==> config.mk <==
export PLATFORM = sky130hd
export DESIGN_NAME = transaction_sequencer_flat
export DESIGN_NICKNAME = d
export VERILOG_FILES = /design/src/rtl/transaction_pkg.sv /design/src/rtl/transaction_sequencer_if.sv /design/src/rtl/coin_sprite_plotter.sv /design/src/rtl/transaction_sequencer.sv /design/src/flat_wrapper.sv
export SDC_FILE = /design/constraint.sdc
export NUM_CORES = 1
export LEC_CHECK = 0
export ABC_AREA = 1
export CAP_MARGIN = 5
export CORE_ASPECT_RATIO = 0.5
export CORE_MARGIN = 2
export CORE_UTILIZATION = 50
export DETAILED_ROUTE_END_ITERATION = 12
export PLACE_DENSITY = 0.84
export REMOVE_ABC_BUFFERS = 1
export SYNTH_ARGS = -nofsm -noshare
export SYNTH_HDL_FRONTEND = slang
export SYNTH_SLANG_ARGS = --single-unit
==> constraint.sdc <==
create_clock -name clock -period 3.3 [get_ports clock]
set_input_delay 0.66 -clock clock [delete_from_list [all_inputs] [get_ports clock]]
set_output_delay 0.66 -clock clock [all_outputs]
set_load 0.1 [all_outputs]
==> src/rtl/transaction_pkg.sv <==
// Shared FSM state encoding and constants
// for the coin transaction sequencer.
package transaction_pkg;

  typedef enum logic [3:0] {
    IDLE,
    RD_P1,
    RD_P2,
    CHECK,
    WR_P1,
    WR_P2,
    DRAW,
    WAIT_FRAME,
    ERASE,
    DONE
  } state_t;

  localparam logic [2:0] COIN = 3'b110;
  localparam logic [2:0] BG   = 3'b000;

  localparam logic ADDR_P1 = 1'b0;
  localparam logic ADDR_P2 = 1'b1;

endpackage

==> src/rtl/transaction_sequencer_if.sv <==
// Balance RAM bus plus VGA plot bus.
// master: sequencer side; slave: RAM / VGA side.
interface transaction_sequencer_if #(
  parameter int BAL_W = 8
);

  logic             mem_addr;
  logic [BAL_W-1:0] mem_rdata;
  logic [BAL_W-1:0] mem_wdata;
  logic             mem_we;
  logic             plot;
  logic [7:0]       x;
  logic [6:0]       y;
  logic [2:0]       colour;

  modport master (
    output mem_addr, mem_wdata, mem_we,
    output plot, x, y, colour,
    input  mem_rdata
  );

  modport slave (
    input  mem_addr, mem_wdata, mem_we,
    input  plot, x, y, colour,
    output mem_rdata
  );

endinterface

==> src/rtl/coin_sprite_plotter.sv <==
// Walks a COIN_SIZE x COIN_SIZE square in raster order, one pixel per clock,
// while go is high. Ports: go/x0/y0/colour in; plot/x/y/pix_colour/done out.
module coin_sprite_plotter #(
  parameter int COIN_SIZE = 4
) (
  input  logic       clock,
  input  logic       reset,
  input  logic       go,
  input  logic [7:0] x0,
  input  logic [6:0] y0,
  input  logic [2:0] colour,
  output logic       plot,
  output logic [7:0] x,
  output logic [6:0] y,
  output logic [2:0] pix_colour,
  output logic       done
);

  localparam int CW = $clog2(COIN_SIZE);

  logic [2*CW-1:0] idx;
  logic [CW-1:0]   row;
  logic [CW-1:0]   col;

  assign {row, col} = idx;
  assign done = go && (idx == '1);

  always_ff @(posedge clock or posedge reset) begin
    if (reset) begin
      idx <= '0;
    end else if (!go || done) begin
      idx <= '0;
    end else begin
      idx <= idx + 1'b1;
    end
  end

  // Pixel outputs are forced to zero whenever nothing is being plotted.
  assign plot       = go;
  assign x          = go ? x0 + 8'(col) : '0;
  assign y          = go ? y0 + 7'(row) : '0;
  assign pix_colour = go ? colour : '0;

endmodule

==> src/rtl/transaction_sequencer.sv <==
// Coin transaction: read P1/P2, validate, debit/credit, animate coin, pulse done.
// Ports: clock, reset, start_animation, amount, key, txn_ok,
// finished_transaction, bus (RAM + VGA). Optional macro TXN_FEE_EN adds FEE.
module transaction_sequencer
  import transaction_pkg::*;
#(
  parameter int               BAL_W     = 8,
  parameter int               KEY_W     = 4,
  parameter logic [KEY_W-1:0] VALID_KEY = 4'hA,
  parameter int               COIN_SIZE = 4,
  parameter int               X_START   = 16,
  parameter int               X_END     = 136,
  parameter int               Y_ROW     = 60,
  parameter int               STEP      = 4,
  parameter int               FRAME_DIV = 833333
`ifdef TXN_FEE_EN
  ,
  parameter int               FEE       = 1
`endif
) (
  input  logic             clock,
  input  logic             reset,
  input  logic             start_animation,
  input  logic [BAL_W-1:0] amount,
  input  logic [KEY_W-1:0] key,
  output logic             txn_ok,
  output logic             finished_transaction,
  transaction_sequencer_if.master bus
);

  localparam int FW = $clog2(FRAME_DIV) + 1;

  state_t           state;
  state_t           state_n;
  logic             start_q;
  logic             start;
  logic [BAL_W-1:0] amt;
  logic [BAL_W-1:0] bal1;
  logic [BAL_W-1:0] bal2;
  logic [KEY_W-1:0] key_q;
  logic [7:0]       pos;
  logic [FW-1:0]    frame_cnt;
  logic [BAL_W:0]   sum2;
  logic [BAL_W:0]   debit;
  logic             ok;
  logic             go;
  logic             pdone;
  logic             frame_end;
  logic             last_pos;
  logic [2:0]       fill;

  assign start = start_animation & ~start_q;

  // Total taken from P1, one bit wider so the funds check cannot wrap.
`ifdef TXN_FEE_EN
  localparam logic [BAL_W:0] FEE_W = (BAL_W+1)'(FEE);
  assign debit = {1'b0, amt} + FEE_W;
`else
  assign debit = {1'b0, amt};
`endif

  // P2 balance is still on the read port while in CHECK.
  assign sum2 = {1'b0, bus.mem_rdata} + {1'b0, amt};

  assign ok = (key_q == VALID_KEY)
           && (debit <= {1'b0, bal1})
           && !sum2[BAL_W];

  assign frame_end = frame_cnt == FW'(FRAME_DIV - 1);
  assign last_pos  = ({1'b0, pos} + 9'(STEP)) > 9'(X_END);

  always_ff @(posedge clock or posedge reset) begin
    if (reset) begin
      state     <= IDLE;
      start_q   <= 1'b0;
      amt       <= '0;
      key_q     <= '0;
      bal1      <= '0;
      bal2      <= '0;
      pos       <= '0;
      frame_cnt <= '0;
      txn_ok    <= 1'b0;
    end else begin
      state   <= state_n;
      start_q <= start_animation;
      unique case (state)
        IDLE: begin
          if (start) begin
            amt    <= amount;
            key_q  <= key;
            txn_ok <= 1'b0;
          end
        end
        RD_P2: bal1 <= bus.mem_rdata;
        CHECK: begin
          bal2   <= bus.mem_rdata;
          txn_ok <= ok;
        end
        WR_P2: pos <= 8'(X_START);
        WAIT_FRAME: begin
          frame_cnt <= frame_end ? '0 : frame_cnt + FW'(1);
        end
        ERASE: begin
          if (pdone && !last_pos) pos <= pos + 8'(STEP);
        end
        default: ;
      endcase
    end
  end

  always_comb begin
    state_n              = state;
    go                   = 1'b0;
    fill                 = BG;
    finished_transaction = 1'b0;
    bus.mem_addr         = ADDR_P1;
    bus.mem_we           = 1'b0;
    bus.mem_wdata        = '0;
    unique case (state)
      IDLE:  if (start) state_n = RD_P1;
      RD_P1: state_n = RD_P2;
      RD_P2: begin
        bus.mem_addr = ADDR_P2;
        state_n      = CHECK;
      end
      CHECK: state_n = ok ? WR_P1 : DONE;
      WR_P1: begin
        bus.mem_we    = 1'b1;
        bus.mem_wdata = bal1 - debit[BAL_W-1:0];
        state_n       = WR_P2;
      end
      WR_P2: begin
        bus.mem_we    = 1'b1;
        bus.mem_addr  = ADDR_P2;
        bus.mem_wdata = bal2 + amt;
        state_n       = DRAW;
      end
      DRAW: begin
        go   = 1'b1;
        fill = COIN;
        if (pdone) state_n = WAIT_FRAME;
      end
      WAIT_FRAME: if (frame_end) state_n = ERASE;
      ERASE: begin
        go = 1'b1;
        if (pdone) state_n = last_pos ? DONE : DRAW;
      end
      DONE: begin
        finished_transaction = 1'b1;
        state_n              = IDLE;
      end
      default: state_n = IDLE;
    endcase
  end

  coin_sprite_plotter #(
    .COIN_SIZE(COIN_SIZE)
  ) u_plotter (
    .clock      (clock),
    .reset      (reset),
    .go         (go),
    .x0         (pos),
    .y0         (7'(Y_ROW)),
    .colour     (fill),
    .plot       (bus.plot),
    .x          (bus.x),
    .y          (bus.y),
    .pix_colour (bus.colour),
    .done       (pdone)
  );

endmodule

==> src/flat_wrapper.sv <==
// flat-port wrapper written by rule: the top's interface ports become plain ports
module transaction_sequencer_flat import transaction_pkg::*;
#(
  parameter int               BAL_W     = 8,
  parameter int               KEY_W     = 4,
  parameter logic [KEY_W-1:0] VALID_KEY = 4'hA,
  parameter int               COIN_SIZE = 4,
  parameter int               X_START   = 16,
  parameter int               X_END     = 136,
  parameter int               Y_ROW     = 60,
  parameter int               STEP      = 4,
  parameter int               FRAME_DIV = 833333

)
  (clock, reset, start_animation, amount, key, txn_ok, finished_transaction, bus_mem_addr, bus_mem_wdata, bus_mem_we, bus_plot, bus_x, bus_y, bus_colour, bus_mem_rdata);
  transaction_sequencer_if #(.BAL_W(BAL_W)) bus_i ();
  input  logic clock;
  input  logic reset;
  input  logic start_animation;
  input  logic [BAL_W-1:0] amount;
  input  logic [KEY_W-1:0] key;
  output logic txn_ok;
  output logic finished_transaction;
  output wire logic [$bits(bus_i.mem_addr)-1:0] bus_mem_addr;
  output wire logic [$bits(bus_i.mem_wdata)-1:0] bus_mem_wdata;
  output wire logic [$bits(bus_i.mem_we)-1:0] bus_mem_we;
  output wire logic [$bits(bus_i.plot)-1:0] bus_plot;
  output wire logic [$bits(bus_i.x)-1:0] bus_x;
  output wire logic [$bits(bus_i.y)-1:0] bus_y;
  output wire logic [$bits(bus_i.colour)-1:0] bus_colour;
  input wire logic [$bits(bus_i.mem_rdata)-1:0] bus_mem_rdata;
  assign bus_mem_addr = bus_i.mem_addr;
  assign bus_mem_wdata = bus_i.mem_wdata;
  assign bus_mem_we = bus_i.mem_we;
  assign bus_plot = bus_i.plot;
  assign bus_x = bus_i.x;
  assign bus_y = bus_i.y;
  assign bus_colour = bus_i.colour;
  assign bus_i.mem_rdata = bus_mem_rdata;
  transaction_sequencer #(.BAL_W(BAL_W), .KEY_W(KEY_W), .VALID_KEY(VALID_KEY), .COIN_SIZE(COIN_SIZE), .X_START(X_START), .X_END(X_END), .Y_ROW(Y_ROW), .STEP(STEP), .FRAME_DIV(FRAME_DIV)) u_core (.clock(clock), .reset(reset), .start_animation(start_animation), .amount(amount), .key(key), .txn_ok(txn_ok), .finished_transaction(finished_transaction), .bus(bus_i));
endmodule
### Word level (Yosys, flattened, before mapping)

Index checks and enable logic that the tools add are counted.

| cells by class | value |
|---|---|
| bitwise gates (word level) | 2 |
| multiplexer cells | 22 |
| eq/ne operators | 17 |
| $add $sub $neg | 9 |
| reduce and logical (&&, ||, !) cells | 18 |
| order comparisons | 2 |

Operator list:

| kind | count |
|---|---|
| $pmux 4 s9 | 1 |
| $pmux 8 s2 | 2 |
| $mux 4 | 7 |
| $add 21x1->21 const B | 1 |
| $eq 21x20->1 const B | 1 |
| $mux 21 | 1 |
| $eq 4x3->1 const B | 4 |
| $eq 4x4->1 const B | 4 |
| $mux 8 | 2 |
| $ne 2x1->1 const B | 5 |
| $add 8x3->9 const B | 1 |
| $add 8x8->9 | 1 |
| $gt 9x8->1 const B | 1 |
| $add 8x2->8 | 1 |
| $add 8x3->8 const B | 1 |
| $add 8x8->8 | 1 |
| $eq 4x2->1 const B | 2 |
| $le 8x8->1 | 1 |
| $sub 8x8->8 | 1 |
| $add 6x2->7 const A | 1 |
| $mux 7 | 1 |
| $mux 3 | 2 |
| $reduce_and 2->1 | 3 |
| $reduce_or 2->1 | 3 |
| 12 further kinds | 22 |

| word-level totals | value |
|---|---|
| output and inout bits | 31 |
| register bits after elaboration | 67 |
| bits of input ports | 23 |

### Longest topological paths before layout

Gate-level depths: netlist (run 1).

| logic depth | value |
|---|---|
| depth in word-level cells | 7 |
| depth in mapped cells | 13 |

### Hierarchy

A second synthesis (run 1) with hierarchy kept.

| second synthesis, totals | value |
|---|---|
| cells, all modules | 659 |
| area, all modules | 4720.8 µm² |

By module, submodules not included:

| module | cells each | area an instance (µm²) | times used |
|---|---|---|---|
| transaction_sequencer | 550 | 4072.7 | 1 |
| coin_sprite_plotter | 109 | 648.1 | 1 |

### Worst setup path before layout (run 1)

OpenSTA, ideal clock, no wires.

| path | value |
|---|---|
| kind | register to output |
| from | register u_core.amt[2] |
| to | output port bus_mem_wdata[5] |
| cell stages (with the launch flop) | 10 |
| data arrival time | 3.382 ns |
| slack | -0.742 ns |
| path buffers | 0 |
| path through | dfrtp_1 -> inv_1 -> ha_1 -> a21oi_1 -> nand2_1 -> nand2_1 -> nand2_1 -> a21oi_1 -> nor2_1 -> o21ai_0 |

| between the ends | value |
|---|---|
| word-level cells in the longest chain between the ends | 2 |

RTL lines:

| item | RTL line | source |
|---|---|---|
| start: declaration | transaction_sequencer.sv:37 | `logic [BAL_W-1:0] amt;` |
| start signal: assignment | transaction_sequencer.sv:89 | `amt <= amount;` |
| $add 8x8->8 or $sub 8x8->8 (tied branches) | transaction_sequencer.sv:135, transaction_sequencer.sv:129 |  |
| $pmux 8 s2 * | transaction_sequencer.sv:119 | `unique case (state)` |
| end: declaration | flat_wrapper.sv:25 | `output wire logic [$bits(bus_i.mem_wdata)-1:0] bus_mem_wdata;` |

Mark *: on every way between the ends. The rest lies on a longest branch, timed or not.

### Worst setup path after layout (run 1)

| path | value |
|---|---|
| from | register u_core.amt[0] |
| to | output port bus_mem_wdata[6] |

Same word-level chain as after synthesis.

==> reports/qor.yml, run 1 <==
die_h_um: 70.2
yosysMostFrequentCell: "nand2_1"
hold_path_startpoint: "u_core.key_q[3]"
wl_per_cell_um: 13.2
r2r_end: "u_core.state[0]"
cts-root-buf: "clkbuf_16"
start_util_pct: 50.8
power_w: 0.00485
synthTopCellsByArea: "dfrtp_1 37%, nand2_1 13%, ha_1 7.7%, inv_1 7.5%, nand3_1 5.0%"
grt_pass1_vias: 3930
design_area_um2: 5240
ys_types: 42
fmax_ghz: 0.336
synth-compound-area-share_pct: 8.05
ys_top_cells_by_count: "153 x nand2_1, 88 x inv_1, 65 x dfrtp_1"
vias: 4031
drtIter0Drc: 233
clock_sinks: 65
num-fill-cells: 742
synth_area_um2: 4380
globalRoute.totalOverflow: 0
synth_top_family_by_area: "simple AND/OR/NAND/NOR gates"
cts_resized: 0
critPathKind: "register to output pin"
yosys.area_share.simple_pct: 32.4
synth_adder_area_share_pct: 8.63
worst_pin_slew_ps: 651
pre_cts_ws_ps: 708
clkTransAtPathRegs_ps: 50
status: "complete, no violations"
clockBufferDepth: 2
min_to: "u_core.key_q[3]"
grt_pass1_wl_mm: 17.4
layout.nets: 699
syn_avg_cell_area_um2: 7.35
drc: 0
reg2reg_depth: 13
cp.required_ps: 2640
ys_ff_latch: 65
first_pass_iters: 4
core_area_um2: 8620
rsz0062_at_grt: "false"
synth_top_area_share_pct: 37.1
muxShareOfSynthArea_pct: 0.257
maxCapViolCount: 0
ys_seq_area_share_pct: 37.1
synth_edf_count: 0
synthToLayoutAreaGrowth_pct: 19.7
chipWidth_um: 136
crit_fanout: 4
hold_path.class: "register to register"
placed_cell_area_um2: 4940
vdd_ir_drop_max_uv: 743
yosysWarnings: 0
async_reset_ff_share_pct: 100
io-pin-count: 54
portBuffers: 51
cts-htree-levels: 3
slew_viol_final: 0
globalRouteTotalUtil_pct: 23.0
hpwl_mm: 7.48
synthXorXnorAreaFrac_pct: 3.00
synthFlopType: "dfrtp_1"
worst_ep_arrival_time_ps: 2320
crit_path_start_kind: "register"
dieArea_um2: 9570
rows: 24
num_antenna_cells: 0
setup_viol: 0
antenna_found_initial: 0
worst_slack_ps: 320
worstHoldPathCells: 2
p_per_area_nw_per_um2: 925
maxSlewHeadroom_pct: 56.5
grt_max_degree: 37
r2r-start: "u_core.bal1[0]"
place.gp.congestion: 0.886
finalHoldViolCount: 0
cts_buffers: 9
period_needed_ps: 2980
worstSkewPairLatency_ps: 330
vias_per_cell: 5.25
finalWirelength_mm: 10.1
crit_path_end_kind: "output pin"
rrSetupSlack_ps: 1420
finalCritPeriodShare_pct: 90.3
holdWs_ps: 474
drtAntennaViolNets: 0
finClkSkew_ps: 7.43
cts_tree: "built"
power_leakage_nw: 2.69
cts_setup_buffers: 0
synth.largest_area_cell: "dfrtp_1"
syn_inst: 596
drive_gt1_share_pct: 12.3
cts_hold_buffers: 0
[worst max-delay path by stage]
stage / from / endpoint / slack [ps] / cells past startpoint
after floorplan: u_core.state[1] / bus_x[0] / -3570 / 5
after global placement: u_core.amt[0] / bus_mem_wdata[6] / 740 / 13
after detailed placement: u_core.amt[0] / bus_mem_wdata[6] / 710 / 13
after CTS: u_core.amt[0] / bus_mem_wdata[6] / 320 / 13
after global routing: u_core.amt[0] / bus_mem_wdata[6] / 130 / 13
final: u_core.amt[0] / bus_mem_wdata[6] / 320 / 13
[worst max-delay path, cell delays in order (launching register included)]
cell and delay (ps):
dfrtp_1 390, ha_1 180, inv_1 60, fa_1 370
inv_1 110, nand3_1 70, nand2_1 90, nand2_1 70
a21oi_1 170, nor2_1 60, nand2_1 50, nand3_1 70
nand2_1 110, buf_12 180
[cells by family after synthesis]
family | Yosys count
xor gates and xnor gates | 15
other | 1
buffers and inverters | 111
and+or+nand+nor | 307
DFF | 65
muxes | 1
AOI/OAI and AO/OA | 67
adders and majority gates | 29
[metrics by stage]
step	cells	utilization (%)	setup TNS, ps
after floorplan	583	-	-56320
after global placement	753	57.4	0
after detailed placement	753	57.4	0
after CTS	768	60.8	0
after global routing	768	60.8	0
final	768	60.8	0
[layout make-up]
| cell class | count | area, µm² | share of cell area (%) |
|---|---|---|---|
| Inverter | 97 | 365 | 6.97 |
| Multi-Input combinational cell | 421 | 2300 | 43.9 |
| Sequential cell | 65 | 1630 | 31.0 |
| Clock buffer | 12 | 256 | 4.89 |
| Timing Repair Buffer | 53 | 503 | 9.60 |
| Tap cell | 117 | 146 | 2.79 |
| Clock inverter | 3 | 40.0 | 0.764 |
[sequential cells by signal, summed over array words and instances, names as in the netlist, 4 cells and up]
name,count
u_core.key_q,4
u_core.amt,8
u_core.state,4
u_core.pos,6
u_core.bal2,8
u_core.frame_cnt,21
u_core.bal1,8
u_core.u_plotter.idx,4
[power by group]
group	internal, W	switching (W)
Clock	0.000618	0.000327
Sequential	0.00102	0.000189
Combinational	0.000817	0.00188
[placed cells by master (no fill, tap or decap), types with 2 or more instances in the layout]
cell type | netlist | final
clkbuf_8 | 0 | 2
nor2_2 | 4 | 4
clkinv_2 | 1 | 3
nor2_4 | 4 | 4
nor3_2 | 2 | 3
buf_4 | 8 | 27
o21ai_0 | 32 | 32
nand2_2 | 6 | 6
clkdlybuf4s50_1 | 0 | 22
buf_12 | 0 | 4
nand4_1 | 15 | 15
or2_1 | 2 | 2
nand3_1 | 44 | 44
nand2_1 | 153 | 153
xnor2_1 | 2 | 2
xor2_1 | 13 | 13
inv_2 | 8 | 9
nor3_1 | 9 | 8
conb_1 | 1 | 2
a21oi_1 | 16 | 16
inv_1 | 88 | 87
ha_1 | 27 | 27
nor3b_1 | 2 | 2
fa_1 | 2 | 2
dfrtp_1 | 65 | 65
clkbuf_16 | 0 | 9
o22ai_1 | 3 | 3
nor2_1 | 57 | 57
o21ai_1 | 11 | 11
nand3_2 | 2 | 2
[routing by layer]
| metal | GRT usage (%) | up-vias | share of wire, % |
|---|---|---|---|
| met4 | 6.94 | 0 | 1.9 |
| met1 | 28.1 | 1907 | 44 |
| li1 | - | 2001 | - |
| met2 | 39.6 | 102 | 49 |
| met3 | 6.54 | 21 | 5.1 |
| met5 | 0 | - | 0 |
No activity file was read; power rests on OpenSTA's default activity.
==> inputs of run 2 (changes only) <==
- PLACE_DENSITY: 0.84 -> 0.77
- clock period: 3.3 -> 3 ns (I/O delays scaled with it)
==> run 2 against run 1 <==
Effect of this change: design area increased by 2.8%; register-to-register slack got worse by 280 ps; via count decreased by 2.0%; global-route usage decreased by 0.44 points; clock power about the same; sequential power increased by 9.9%; first-iteration DRC count increased by 19%; cell count unchanged; die area unchanged; utilization increased by 1.7 points; critical endpoint unchanged; largest cell class unchanged.
==> reports/qor.yml, run 2 (synthesized netlist as in run 1, its figures left out) <==
status: "complete, no violations"
final_common_cell: "nand2_1"
crit_buf_inv: 4
cp.required_ps: 2400
grt.met2_usage_pct: 37.2
path_common_cell: "inv_1"
drive_gt1_share_pct: 12.6
critPathTopFamily: "adder cells"
grt_pass1_vias: 3895
setup_viol: 0
finClkSkew_ps: 4.03
dieArea_um2: 9570
gr-usage-met3_pct: 5.74
layout.nets: 700
start_util_pct: 50.8
hold_path.class: "register to register"
maxCapViolCount: 0
cp_slowest_stage_delay_ps: 410
antenna_found_initial: 0
p_per_area_nw_per_um2: 990
cts-root-buf: "clkbuf_16"
fmax_ghz: 0.351
setup_tns_ps: 0
globalRouteTotalUtil_pct: 22.6
clock_sinks: 65
portBuffers: 51
worstPathCellList: "inv_1, ha_1, inv_1, fa_1, nand3_1, nand2_1, inv_1, o21bai_1, a21oi_1, o21ai_0, nand2_2, buf_12"
vdd_ir_drop_max_uv: 792
die_h_um: 70.2
p_sw_w: 0.00264
gr-max-usage-layer: "met2"
hpwl_mm: 7.42
maxSlewHeadroom_pct: 45.6
design_area_um2: 5390
worstSkewPairLatency_ps: 330
clkPwrFrac_pct: 17.7
intPower_w: 0.00269
finalWirelength_mm: 10.0
power_leakage_nw: 2.71
swShare_pct: 49.5
clockBufferDepth: 2
globalRoute.totalOverflow: 0
num_antenna_cells: 0
clkTransAtPathRegs_ps: 50
drtAntennaViolNets: 0
comb_power_share_pct: 57.3
crit_path_end_kind: "output pin"
grt_pass1_wl_mm: 17.1
holdWs_ps: 471
vias_per_cell: 5.15
top_register: "u_core.frame_cnt"
drtIter0Drc: 277
core_area_um2: 8620
slew_viol_final: 0
finalHoldViolCount: 0
worst_pin_slew_ps: 815
rows: 24
num-fill-cells: 730
cts-htree-levels: 3
place.gp.congestion: 0.943
largest_reg_flops: 21
power_w: 0.00533
multi_input_area_um2: 2310
finalCritPeriodShare_pct: 95.0
io-pin-count: 54
vias: 3952
chipWidth_um: 136
crit_path_start_kind: "register"
worst_ep_arrival_time_ps: 2250
rsz0062_at_grt: "true"
drc: 0
seqCellArea_um2: 1630
met1_usage_pct: 29.2
cts_buffers: 9
cts_tree: "built"
grt_max_degree: 66
critPathKind: "register to output pin"
crit_fanout: 3
wl_per_cell_um: 13.0
first_pass_iters: 5
synthToLayoutAreaGrowth_pct: 23.0
mostFrequentLayoutCells: "152 x nand2_1, 86 x inv_1, 65 x dfrtp_1"
period_needed_ps: 2850
placed_cell_area_um2: 5110
cp_slowest_cell: "fa_1"
pwr-share-seq_pct: 25.0
run 2: final timing paths:
kind                                      start                      end  slack [ps]  depth (start not counted)
worst max-delay path             u_core.bal1[0]         bus_mem_wdata[6]         150                         12
worst min-delay path            u_core.key_q[0]          u_core.key_q[0]         470                          2
worst max register to register  u_core.state[3]     u_core.frame_cnt[15]        1140                          6
worst min register to register  u_core.key_q[0]          u_core.key_q[0]         470                          2
max in group asynchronous                 reset  u_core.u_plotter.idx[1]        1630                          3
min in group asynchronous                 reset     u_core.frame_cnt[18]         850                          3
run 2: area by class of cell:
type | instances | area share (%)
repair buffers | 54 | 12.5
multi-input cells | 421 | 42.9
flip-flops and latches | 65 | 30.2
inverters | 97 | 6.78
well taps | 117 | 2.72
clock buffers | 14 | 4.90
run 2: power by group through the flow:
stage	logic [W]	clock network (W)	registers, W
global placement	0.00294	0	0.00133
detailed placement	0.00300	0	0.00134
global route	0.00337	0.000993	0.00136
finish	0.00306	0.000946	0.00133
CTS	0.00303	0.000958	0.00133
floorplan	0.00228	0	0.00130
run 2: per-stage QoR:
stage	util, %	std cells	worst slack [ps]
global placement	59.3	753	493
detailed placement	59.3	753	443
finish	62.5	768	150
floorplan	-	583	-3810
global route	62.5	768	2.25
CTS	62.3	767	76.1
run 2: worst min-delay path, delay by kind of cell, from the launching register on:
| kind | cells | cell delay (ps) |
|---|---|---|
| DFF | 1 | 340 |
| and+or+nand+nor | 2 | 100 |
run 2: repair_timing:
| item | 4_1_cts | 5_1_grt |
|---|---|---|
| gates resized for setup | 0 | 5 |
| hold buffers | 0 | 0 |
| endpoints found under the setup margin | 0 | 2 |
| setup buffers | 0 | 1 |
run 2: metal layers:
layer	wire length, µm	up-vias
li1	-	1993
met1	4610	1852
met2	4800	93
met3	456	14
met4	146	0
met5	0	-
==> inputs of run 3 (changes only) <==
--- a/config.mk
+++ b/config.mk
@@ -15,2 +15,3 @@
 export REMOVE_ABC_BUFFERS = 1
+export SKIP_LAST_GASP = 1
 export SYNTH_ARGS = -nofsm -noshare
--- a/constraint.sdc
+++ b/constraint.sdc
@@ -3,2 +3,2 @@
 set_output_delay 0.6 -clock clock [all_outputs]
-set_load 0.1 [all_outputs]
+set_load 0.005 [all_outputs]
==> run 3 against run 2 <==
Effect of this change: via count down 2.3%; largest power group unchanged; power down 14%; wire length down 3.1%; clock skew up 1.3 ps; largest cell class unchanged; critical endpoint is now bus_mem_wdata[7]; critical path type unchanged; clock power down 3.0%.
==> reports/qor.yml, run 3 (synthesized netlist as in run 1, its figures left out) <==
period_needed_ps: 2900
portBuffers: 51
crit_path_end_kind: "output pin"
io-pin-count: 54
clock_sinks: 65
cts_buffers: 9
p_sw_w: 0.00192
pre_cts_ws_ps: 196
seqCellArea_um2: 1630
grt_pass1_vias: 3907
swShare_pct: 41.6
cts_hold_buffers: 0
start_util_pct: 50.8
design_area_um2: 5340
crit_path_start_kind: "register"
setup_viol: 0
status: "complete, no violations"
hold_path_startpoint: "u_core.key_q[0]"
synthToLayoutAreaGrowth_pct: 21.8
rsz0062_at_grt: "false"
pwr-share-seq_pct: 29.5
top_register: "u_core.frame_cnt"
drtAntennaViolNets: 0
cts-root-buf: "clkbuf_16"
hpwl_mm: 7.31
chipWidth_um: 136
finalHoldViolCount: 0
finClkSkew_ps: 5.28
holdWs_ps: 473
r2r-start: "u_core.state[3]"
dieArea_um2: 9570
comb_power_share_pct: 50.6
cp.required_ps: 2400
vdd_ir_drop_max_uv: 463
largest_reg_flops: 21
intPower_w: 0.00270
power_leakage_nw: 2.65
slew_viol_final: 0
globalRoute.totalOverflow: 0
fmax_ghz: 0.345
die_h_um: 70.2
num_antenna_cells: 0
critPathKind: "register to output pin"
cts_tree: "built"
num-fill-cells: 779
grt_pass1_wl_mm: 17.3
cts-htree-levels: 3
drc: 0
final_common_cell: "nand2_1"
placed_cell_area_um2: 4970
clkTransAtPathRegs_ps: 50
crit_fanout: 6
vias: 3860
rows: 24
drtIter0Drc: 242
mostFrequentLayoutCells: "151 x nand2_1, 84 x inv_1, 64 x dfrtp_1"
finalCritPeriodShare_pct: 96.6
drive_gt1_share_pct: 10.4
first_pass_iters: 4
crit_start: "u_core.amt[4]"
wl_per_cell_um: 12.6
clkPwrFrac_pct: 19.9
place.gp.congestion: 0.932
core_area_um2: 8620
setup_tns_ps: 0
vias_per_cell: 5.01
p_per_area_nw_per_um2: 865
worst_slack_ps: 103
multi_input_area_um2: 2390
maxSlewHeadroom_pct: 46.2
grt_max_degree: 66
layout.nets: 702
worst_pin_slew_ps: 808
hold_path.class: "register to register"
antenna_found_initial: 0
worstSkewPairLatency_ps: 330
clockBufferDepth: 2
worst_ep_arrival_time_ps: 2300
globalRouteTotalUtil_pct: 22.6
finalWirelength_mm: 9.71
maxCapViolCount: 0
run 3: changes by cell type in the layout (fill, tap and decap cells not counted), moves of 4 or more:
cell	change
clkdlybuf4s50_1	+26
buf_4	-10
ha_1	-5
buf_12	-17
ha_4	+4
run 3: per-layer routing:
layer | up-vias | part of all wire [%] | track usage [%]
met1 | 1778 | 47 | 29.3
li1 | 2003 | - | -
met5 | - | 0 | 0
met4 | 0 | 1.3 | 6.83
met3 | 11 | 3.5 | 5.01
met2 | 68 | 48 | 38.1
run 3: worst paths after layout:
check                                  endpoint  cells past startpoint  slack, ps
min reg2reg                     u_core.key_q[0]                      2        470
min in group asynchronous  u_core.frame_cnt[14]                      3        850
min                             u_core.key_q[0]                      2        470
max                            bus_mem_wdata[7]                      8        100
max in group asynchronous         u_core.amt[6]                      3       1590
max reg2reg                u_core.frame_cnt[19]                      6       1170
run 3: critical path: stages, from the launching register on:
cell and delay [ps]:
dfrtp_1 420, inv_1 90, ha_2 390, a21oi_1 80, o21a_1 160, nand2_1 80
nor2_1 50, o22ai_2 180, clkdlybuf4s50_1 520
run 3: power groups by stage:
stage	combinational [W]	sequential (W)	clock, W
floorplan	0.00157	0.00129	0
global placement	0.00213	0.00133	0
detailed placement	0.00217	0.00134	0
CTS	0.00225	0.00134	0.000941
global route	0.00268	0.00139	0.000978
finish	0.00234	0.00136	0.000918
run 3: final cells by class:
cell class,count,area share (%)
tap,117,2.74
multi-input combinational,421,44.7
sequential,65,30.5
clock buffer,15,4.83
inverter,97,6.85
timing repair buffer,56,10.3
run 3: what timing repair did:
item / CTS / global route
pin swaps: 3 / 1
endpoints found under the hold margin: 0 / 0
gates resized for setup: 10 / 12
buffers inserted: 1 / 1
endpoints found under the setup margin: 2 / 4
run 3: stage by stage:
stage / util (%) / power (W) / std cells
finish: 61.9 / 0.00461 / 771
global route: 61.9 / 0.00505 / 771
global placement: 57.7 / 0.00346 / 754
detailed placement: 57.7 / 0.00352 / 754
floorplan: - / 0.00285 / 583
CTS: 61.2 / 0.00454 / 770
